$ cat src/rtl/uart_msg_serializer.sv
// ---------------------------------------------------------------------------
// uart_msg_serializer
//   Sends one 2**MSG_LOG_WIDTH-byte message over a UART TX line as 8N1
//   frames (start bit, 8 data bits LSB first, stop bit). Byte 0 goes first.
//   Bytes follow each other with no idle gap. A ready/req handshake makes
//   sure no result is dropped while a message is in flight.
//
// Parameters
//   CLK_CYCLES     clock cycles per UART bit (>= 2)
//   MSG_LOG_WIDTH  log2 of the message length in bytes
//
// Ports
//   clk      system clock
//   rst_n    asynchronous active-low reset
//   data     message; byte i = data[8*i+7:8*i]. Sampled only on accept.
//   req      request to send data
//   ready    block is idle; a req in this cycle is accepted at the next edge
//   done     one-cycle pulse after the last stop bit
//   uart_tx  serial line, idle high, driven straight from a flop
// ---------------------------------------------------------------------------
module uart_msg_serializer #(
  parameter int CLK_CYCLES    = 87,
  parameter int MSG_LOG_WIDTH = 6
) (
  input  logic                            clk,
  input  logic                            rst_n,
  input  logic [8*(2**MSG_LOG_WIDTH)-1:0] data,
  input  logic                            req,
  output logic                            ready,
  output logic                            done,
  output logic                            uart_tx
);

  localparam int                MSG_BITS  = 8 * (2 ** MSG_LOG_WIDTH);
  localparam int                BAUD_W    = $clog2(CLK_CYCLES);
  localparam logic [BAUD_W-1:0] BAUD_LAST = BAUD_W'(CLK_CYCLES - 1);

  typedef enum logic [1:0] {
    S_IDLE,
    S_START,
    S_DATA,
    S_STOP
  } state_t;

  state_t                   state, state_n;
  logic [BAUD_W-1:0]        baud_cnt, baud_n;
  logic [2:0]               bit_idx, bit_n;
  logic [MSG_LOG_WIDTH-1:0] byte_idx, byte_n;
  logic                     tx_n;
  logic                     done_n;
  logic                     load;
  logic                     bit_end;
  logic [2:0]               bit_inc;
  logic [MSG_BITS-1:0]      shadow;

  assign ready   = (state == S_IDLE);
  assign bit_end = (baud_cnt == BAUD_LAST);
  assign bit_inc = bit_idx + 3'd1;

  // Next-state logic. uart_tx is computed one cycle ahead here and then
  // registered, so the line never carries a combinational glitch.
  always_comb begin
    // NOTE: every output of this block gets a default before the case so
    // that no path leaves a signal unassigned, which would infer a latch.
    state_n = state;
    baud_n  = baud_cnt;
    bit_n   = bit_idx;
    byte_n  = byte_idx;
    tx_n    = uart_tx;
    done_n  = 1'b0;
    load    = 1'b0;

    if (state != S_IDLE) begin
      baud_n = bit_end ? '0 : baud_cnt + 1'b1;
    end

    unique case (state)
      S_IDLE: begin
        if (req) begin
          load    = 1'b1;
          state_n = S_START;
          tx_n    = 1'b0;
        end
      end
      S_START: begin
        if (bit_end) begin
          state_n = S_DATA;
          // bit_idx is always 0 here: it wraps back after data bit 7.
          tx_n    = shadow[{byte_idx, bit_idx}];
        end
      end
      S_DATA: begin
        if (bit_end) begin
          bit_n = bit_inc;
          if (bit_idx == 3'd7) begin
            state_n = S_STOP;
            tx_n    = 1'b1;
          end else begin
            tx_n = shadow[{byte_idx, bit_inc}];
          end
        end
      end
      S_STOP: begin
        if (bit_end) begin
          // byte_idx wraps to 0 after the last byte, ready for the next message.
          byte_n = byte_idx + 1'b1;
          if (byte_idx == '1) begin
            state_n = S_IDLE;
            done_n  = 1'b1;
            tx_n    = 1'b1;
          end else begin
            state_n = S_START;
            tx_n    = 1'b0;
          end
        end
      end
      default: state_n = S_IDLE;
    endcase
  end

  always_ff @(posedge clk or negedge rst_n) begin
    // NOTE: sequential state uses non-blocking assignments so every flop
    // samples the pre-edge values, independent of statement order.
    if (!rst_n) begin
      state    <= S_IDLE;
      baud_cnt <= '0;
      bit_idx  <= '0;
      byte_idx <= '0;
      uart_tx  <= 1'b1;
      done     <= 1'b0;
    end else begin
      state    <= state_n;
      baud_cnt <= baud_n;
      bit_idx  <= bit_n;
      byte_idx <= byte_n;
      uart_tx  <= tx_n;
      done     <= done_n;
    end
  end

  // NOTE: the message shadow is a wide datapath register with no reset; it
  // is always loaded on accept before any bit of it reaches the line.
  always_ff @(posedge clk) begin
    if (load) begin
      shadow <= data;
    end
  end

endmodule
$ cat config.mk
export PLATFORM = sky130hd
export DESIGN_NAME = uart_msg_serializer
export DESIGN_NICKNAME = d
export VERILOG_FILES = /design/src/rtl/uart_msg_serializer.sv
export SDC_FILE = /design/constraint.sdc
export NUM_CORES = 1
export LEC_CHECK = 0
export CORE_MARGIN = 1
export CORE_UTILIZATION = 47
export CTS_CLUSTER_DIAMETER = 150
export DETAILED_ROUTE_END_ITERATION = 7
export PLACE_DENSITY = 0.77
export SETUP_SLACK_MARGIN = 0.3
export SYNTH_ARGS = -nofsm -noshare
export SYNTH_HDL_FRONTEND = slang
export SYNTH_SLANG_ARGS = --single-unit
$ cat constraint.sdc
create_clock -name clk -period 14.07 [get_ports clk]
set_clock_uncertainty 0.1 [all_clocks]
set_input_delay 2.814 -clock clk [delete_from_list [all_inputs] [get_ports clk]]
set_output_delay 2.814 -clock clk [all_outputs]
set_load 0.03 [all_outputs]
# After elaboration in Yosys (flattened, before gate mapping)
# Index checks and enable logic that the tools add are counted.
# classes
addsub	3
n_lt_le_gt_ge	2
n_eq_ne	11
muxes	23
n_reduce_logical	6
# op_table
cell	count
9-bit by 10-bit less-than comparator with 1-bit output, second input constant	2
1-bit binary-select mux with 9-bit select	2
1-bit two-way mux	13
2-bit two-way mux	5
2-bit inequality test, second input constant	5
2-bit case mux with 4 select lines	1
7-bit by 1-bit adder with 7-bit output, second input constant	1
7-bit equality test, second input constant	1
7-bit two-way mux	1
6-bit by 1-bit adder with 6-bit output, second input constant	1
6-bit equality test, second input constant	1
5-bit AND reduction	1
2-bit equality test, second input constant	2
1-bit case mux with 4 select lines	1
2-bit AND reduction	2
4-bit AND reduction	1
3-bit by 1-bit adder with 3-bit output, second input constant	1
3-bit equality test, second input constant	1
2-bit by 1-bit equality test with 1-bit output, second input constant	1
2-bit logical NOT	1
2-bit nonzero test	1
# word_totals
regBits	532
inputBits	515
output_inout_bits	3
elab_cells	52

# Logic depth before layout (Yosys ltp)
# Gate-level depths: netlist (run 1).
# depth
word_depth	6
depth_mapped	13
ltp_nobuf	10

# Least setup slack after synthesis (run 1)
# Ideal clock, no wire load.
# synth_path
kind	input to register
start	input req
end	register shadow[0], enable pin
setup_ps	941
arrival_time_ps	14224
required_ps	13029
setup_slack_ps	-1194
stages	1
n_path_buf	0
path_cell_list	and2_1
# synth_between
elab_chain_cells	2
# synth_rtl
item	line_no	rtl
start: declaration	28	input logic req,
1-bit two-way mux	79	if (req) begin
1-bit two-way mux	77	unique case (state)
end signal: assignment	145	shadow <= data;
end: declaration	54	logic [MSG_BITS-1:0] shadow;
# Every way passes these cells.
# A chain may end at the register's enable or synchronous reset.

# Worst setup path after layout (run 1)
# layout_path
start	input req
end	register shadow[20], enable pin
# layout_between
elab_chain_cells	2
# layout_rtl
item	line_no	rtl
1-bit two-way mux	79	
1-bit two-way mux	77	
net load	51	logic load;
# The timed path passes the listed nets, and every way through them passes these cells.

==> results of run 1 <==
[stage by stage]
stage | setup WS [ns] | area [um^2]
after floorplan | 4.43 | 25100
after global placement | 8.05 | 30800
after detailed placement | 7.92 | 30800
after CTS | 8.58 | 32500
after global routing | 8.37 | 32500
final | 8.48 | 32500
[power by group through the flow]
stage	Sequential (uW)	Clock, uW	Combinational (uW)
floorplan	1770	0	0.00270
detailed placement	1770	0	158
CTS	1730	1450	160
global route	1730	1510	165
global placement	1770	0	157
finish	1730	1430	159
[sequential cells by signal, summed over array words and instances, names as in the netlist]
signal,flops
shadow,512
baud_cnt,7
byte_idx,6
bit_idx,3
state,2
done,1
uart_tx,1
[kinds of logic (layout without fill, tap and decap cells)]
logic type      after synthesis  in the layout  share of synthesized area, %
flops                       532            532                          63.2
mux                         328            328                          24.1
simple gates                217            217                          4.11
compound gates              178            178                          5.01
buf+inv                     112            651                          2.83
xor+xnor                     10             10                         0.349
fa+ha+maj                     9              9                         0.448
other cells                   0              7                             0
[cell type report]
type	count	area [um^2]
diodes	7	17.5
clock buffers	70	1500
clock inverters	29	260
fillers	3715	20100
inverters	13	48.8
multi-input cells	742	8570
flip-flops and latches	532	15900
well taps	688	861
repair buffers	539	5380
[critical path, cell delays in order]
cell and delay [ns]:
clkdlybuf4s50_1 0.51, and2_4 0.55, buf_4 0.81, buf_12 0.65
[how the worst max path moves through the flow]
| stage | slack, ns | cells after the start | to |
|---|---|---|---|
| after floorplan | 4.43 | 1 | shadow[0]$_DFFE_PP_ |
| after global placement | 8.05 | 4 | shadow[133]$_DFFE_PP_ |
| after detailed placement | 7.92 | 4 | shadow[28]$_DFFE_PP_ |
| after CTS | 8.58 | 4 | shadow[157]$_DFFE_PP_ |
| after global routing | 8.37 | 4 | shadow[28]$_DFFE_PP_ |
| final | 8.48 | 4 | shadow[20]$_DFFE_PP_ |
[placed cells by master (no fill, tap or decap), drive strengths merged, types with 6 or more instances in the layout]
cell type      instances
a2111oi                6
a211oi                10
a21oi                 24
a221oi                24
a22oi                 34
a31oi                  7
and2                   6
buf                   22
clkbuf                70
clkdlybuf4s50        517
clkinv                23
dfrtp                 19
diode                  7
edfxtp               512
ha                     9
inv                   13
mux2                  14
mux2i                 94
mux4                 220
nand2                 83
nand3                 43
nand4                 10
nor2                  30
nor2b                 17
nor3                   6
o21ai                 34
xnor2                  8
[routing by layer]
metal / GRT usage, % / wire length [um] / vias to the layer above
li1: - / - / 6854
met1: 34.9 / 28400 / 8360
met2: 46.3 / 38000 / 927
met3: 6.60 / 6820 / 174
met4: 12.2 / 3130 / 14
met5: 0 / 105 / -
==> run summary, run 1 <==
TritonCTS Buffers - 56
initial antenna violation count - 13
unrepaired setup endpoints after global routing - no
combinational group share of total power - 4.8%
DRT Wirelength - 76,500 um
Starting Density - 47.7%
Root Buffer - clkbuf_16
I/O pin count - 518
first-pass GRT wire length - 109,000 um
remaining global-route overflow - 0
Placed Instances - 2,514
f_max - 0.179 GHz
largest net degree at the start of global routing - 206
worst endpoint required time - 14.19 ns
Rows - 84
Initial DRC Count - 1,575
Clk pwr share - 43.1%
vias per cell - 6.23
CTS Buffer Depth - 3
Synth Register Bits - 532
final hold violation count - 0
PostCTS Resize Cnt - 0
Final min period - 5.59 ns
Pwr Total - 3330 uW
dpl hpwl - 54,400 um
run status - complete, no violations
Via Count - 16.3k
Area Growth Syn to Fin - 29.4%
CTS H-Tree Depth - 2
synth top area cells - edfxtp_1 61%, mux4_2 20%, mux2i_1 3.7%
number of synthesized flops with an enable pin - 512
Synth async-reset ratio - 3.76%
Clock Sink Count - 532
# setup viols final - 0
Finished Core Util - 61.8%
antenna-violating nets left - 0
R2R depth - 9
Slew headroom - 13.9%
hold path endpoint - baud_cnt[5]$_DFFE_PN0N_
post-synthesis area per instance - 18.1 um^2
R2R Path End - uart_tx$_DFFE_PN1P_
Seq/Total Area, Yosys - 63.2%
part of the power in registers - 52.1%
Netlist cell types - 63
Crit Path Max Fanout - 195
Hold Startpoint - baud_cnt[5]$_DFFE_PN0N_
Hold Path Stages - 1
Hold Slack - 0.409 ns
Syn Inst Count - 1,386
Worst setup EP type - flop
yosys warns - 0
CTS tree - done
biggest area consumer among synthesized cells - edfxtp_1
nets - 2,408
Pwr per Cell Area - 102 mW/mm^2
crit start category - input pin
Net Switching - 645 uW
post-route setup TNS - 0 ns
Die ar. - 0.0544 mm^2
Mapped Area - 0.0251 mm^2
max cap viols - 0
die width - 233 um
DRC - 0
Clk pin slew, worst setup/hold paths - 0.06 ns
post-synth net total - 1,910
Slew @ Worst Pin - 1.29 ns
I/O Buffers - 517
reg2reg setup slack - 9.44 ns
Arr. time, crit path - 5.71 ns
Die Ht - 233 um
Final Wtd Congestion - 0.837
Most used DFF post-synth - edfxtp_1
Initial DRT Pass Iterations - 5
HP Class - flop to flop
Skew-Pair Late Insertion Delay - 0.61 ns
post-CTS setup buffer count - 0
max-slew violations - 0
total track usage - 27.9%
most numerous cell in the Yosys netlist - edfxtp_1
IR drop worst, VDD - 0.0880 mV
ratio of cells with drive above 1 in the final layout - 18.2%
Sw Ratio - 19.4%
Post-CTS Hold Fix Bufs - 0
Pint - 2680 uW
Synth top area share - 61.2%
Synth top cells by count - 512 x edfxtp_1, 220 x mux4_2, 94 x mux2i_1
worst setup path class - input pin to flop
Critical Path Start - req
number of global-route vias before repair - 17.0k
fin cells - 2,620
period utilization - 39.7%
Core Box Area - 0.0527 mm^2
drt wl/cell - 29.2 um
Leak Pwr - 0.0101 uW
reg-to-reg startpoint - bit_idx[0]$_DFFE_PN0P_
No activity file was read; power rests on OpenSTA's default activity.
==> run 2: changes to the inputs <==
--- a/config.mk
+++ b/config.mk
@@ -6,10 +6,10 @@
 export NUM_CORES = 1
 export LEC_CHECK = 0
 export CORE_MARGIN = 1
-export CORE_UTILIZATION = 47
+export CORE_UTILIZATION = 52
 export CTS_CLUSTER_DIAMETER = 150
 export DETAILED_ROUTE_END_ITERATION = 7
-export PLACE_DENSITY = 0.77
+export PLACE_DENSITY = 0.81
 export SETUP_SLACK_MARGIN = 0.3
 export SYNTH_ARGS = -nofsm -noshare
 export SYNTH_HDL_FRONTEND = slang
==> constraint.sdc (replaced) <==
create_clock -name clk -period 5.8 [get_ports clk]
set_clock_uncertainty 0.1 [all_clocks]
set_input_delay 1.16 -clock clk [delete_from_list [all_inputs] [get_ports clk]]
set_output_delay 1.16 -clock clk [all_outputs]
set_load 0.03 [all_outputs]
==> run 2 against run 1 <==
Compared with the run above: sequential share of layout area shrank 0.13 points; core utilization grew 6.5 points; setup slack lost 7.0 ns; via count grew 2.6%; largest cell class unchanged; routed wire length is essentially flat; count of clock-buffer cells in the layout shrank 5; critical path depth grew 7; first-iteration DRC count grew 18%; highest routed layer is now met4; critical path type is now flop to flop; combinational power grew 140%; die area shrank 9.5%; register-to-register slack lost 7.9 ns.
==> run summary, run 2 (synthesis gave the netlist of run 1 again) <==
IR drop worst, VDD - 0.260 mV (+200%)
Final min period - 4.30 ns
Slew headroom - 31.6% (+18 points)
Area Growth Syn to Fin - 29.8%
run status - complete, no violations
CTS H-Tree Depth - 2 (unchanged)
Post-CTS Hold Fix Bufs - 0 (unchanged)
Initial DRT Pass Iterations - 6 (+1)
DRT Wirelength - 76,400 um (about the same)
most common cell after layout, fill and taps aside - clkdlybuf4s50_1
Starting Density - 52.6% (+4.9 points)
R2R Path End - uart_tx$_DFFE_PN1P_
nets - 2,409 (+0.042%)
Skew-Pair Late Insertion Delay - 0.62 ns (about the same)
CTS tree - done
Pwr per Cell Area - 253 mW/mm^2 (+150%)
Final Wtd Congestion - 0.905 (+8.1%)
dpl hpwl - 53,700 um (-1.2%)
max-slew violations - 0 (unchanged)
commonest cells after routing, fill and taps aside - 517 x clkdlybuf4s50_1, 512 x edfxtp_1, 220 x mux4_2
HP Class - flop to flop
crit start category - flop
period utilization - 74.1%
max FFs per register - 512 (unchanged)
initial antenna violation count - 19 (+6)
Root Buffer - clkbuf_16
post-route setup TNS - 0 ns (unchanged)
first-pass GRT wire length - 111,000 um (+2.5%)
largest net degree at the start of global routing - 132 (-36%)
ratio of cells with drive above 1 in the final layout - 18.4% (+0.15 points)
die width - 222 um (-4.9%)
vias per cell - 6.53 (+4.8%)
Worst setup EP type - flop
Leak Pwr - 0.0102 uW (+0.58%)
Regs by FF count - shadow (512), baud_cnt (7), byte_idx (6)
drt wl/cell - 29.8 um (+2.1%)
Die ar. - 0.0492 mm^2 (-9.5%)
worst endpoint required time - 6.23 ns (-7.96 ns)
Rows - 80 (-4.8%)
Finished Core Util - 68.3% (+6.5 points)
Arr. time, crit path - 4.73 ns (-0.98 ns)
Via Count - 16.8k (+2.6%)
f_max - 0.233 GHz
I/O pin count - 518 (unchanged)
reg2reg setup slack - 1.50 ns (-7.94 ns)
R2R depth - 11 (+2)
worst setup path class - flop to flop
total track usage - 31.2% (+3.3 points)
Most flops, register - shadow
Slew @ Worst Pin - 1.02 ns (-0.265 ns)
Hold Startpoint - baud_cnt[5]$_DFFE_PN0N_
TritonCTS Buffers - 57 (+1.8%)
unrepaired setup endpoints after global routing - no
antenna-violating nets left - 0 (unchanged)
reg-to-reg startpoint - bit_idx[0]$_DFFE_PN0P_
post-CTS setup buffer count - 0 (unchanged)
CTS Buffer Depth - 3 (unchanged)
max cap viols - 0 (unchanged)
PostCTS Resize Cnt - 0 (unchanged)
Clk pin slew, worst setup/hold paths - 0.07 ns (about the same)
Critical Path Start - bit_idx[0]$_DFFE_PN0P_
DRC - 0 (unchanged)
# setup viols final - 0 (unchanged)
Crit Path Max Fanout - 40 (-79%)
Initial DRC Count - 1,855 (+18%)
Clock Sink Count - 532 (unchanged)
final hold violation count - 0 (unchanged)
number of global-route vias before repair - 17.4k (+2.4%)
Core Box Area - 0.0477 mm^2 (-9.3%)
Die Ht - 222 um (-4.9%)
remaining global-route overflow - 0 (unchanged)
crit path capture - uart_tx$_DFFE_PN1P_
I/O Buffers - 517 (unchanged)
==> run 2: metal layers <==
metal	up-vias	GRT usage (%)	wire, um
li1	6891	-	-
met2	1161	51.4	38400
met4	0	16.7	3700
met5	-	0	0
met3	198	5.76	6950
met1	8504	39.5	27400
==> run 2: final cells by class <==
cell class                      instances  area (um^2)
Clock buffer                           65         1500
Clock inverter                         40          372
Timing Repair Buffer                  539         5420
Inverter                               13         48.8
Tap cell                              615          769
Sequential cell                       532        15900
Antenna cell                           20         50.0
Multi-Input combinational cell        742         8570
Fill cell                            3117        15100
==> run 2: power by group <==
| part | internal, uW | total (uW) | switching, uW |
|---|---|---|---|
| sequential | 4210 | 4210 | 0 |
| clock | 2120 | 3660 | 1540 |
| combinational | 301 | 383 | 82.1 |
| total | 6630 | 8250 | 1620 |
==> run 2: how the worst min path moves through the flow <==
| stage | endpoint | cells after the start |
|---|---|---|
| 6_report | baud_cnt[5]$_DFFE_PN0N_ | 1 |
| 5_1_grt | baud_cnt[5]$_DFFE_PN0N_ | 1 |
| 4_1_cts | baud_cnt[5]$_DFFE_PN0N_ | 1 |
| 3_5_place_dp | baud_cnt[5]$_DFFE_PN0N_ | 1 |
| 3_3_place_gp | baud_cnt[5]$_DFFE_PN0N_ | 1 |
| 2_1_floorplan | baud_cnt[5]$_DFFE_PN0N_ | 1 |
==> run 2: stage by stage <==
step,setup WS [ns],power [uW],hold WS [ns],std cells,instance area (um^2)
floorplan,0.550,4290,0.358,1386,25100
global placement,1.76,4670,0.381,2441,30700
detailed placement,1.57,4670,0.397,2441,30700
CTS,1.57,8280,0.411,2546,32600
global route,1.32,8430,0.457,2564,32600
finish,1.50,8250,0.408,2566,32600
==> run 2: worst max-delay path, stage by stage, from the launching register on <==
cell and delay [ns]:
dfrtp_4 0.74, ha_4 0.28, ha_2 0.42, buf_4 0.44, clkinv_1 0.48, a2111oi_0 0.43
or4_1 0.23, o2111ai_1 0.15, nor3_1 0.30, o211ai_1 0.15, o311ai_1 0.31, o211ai_1 0.16
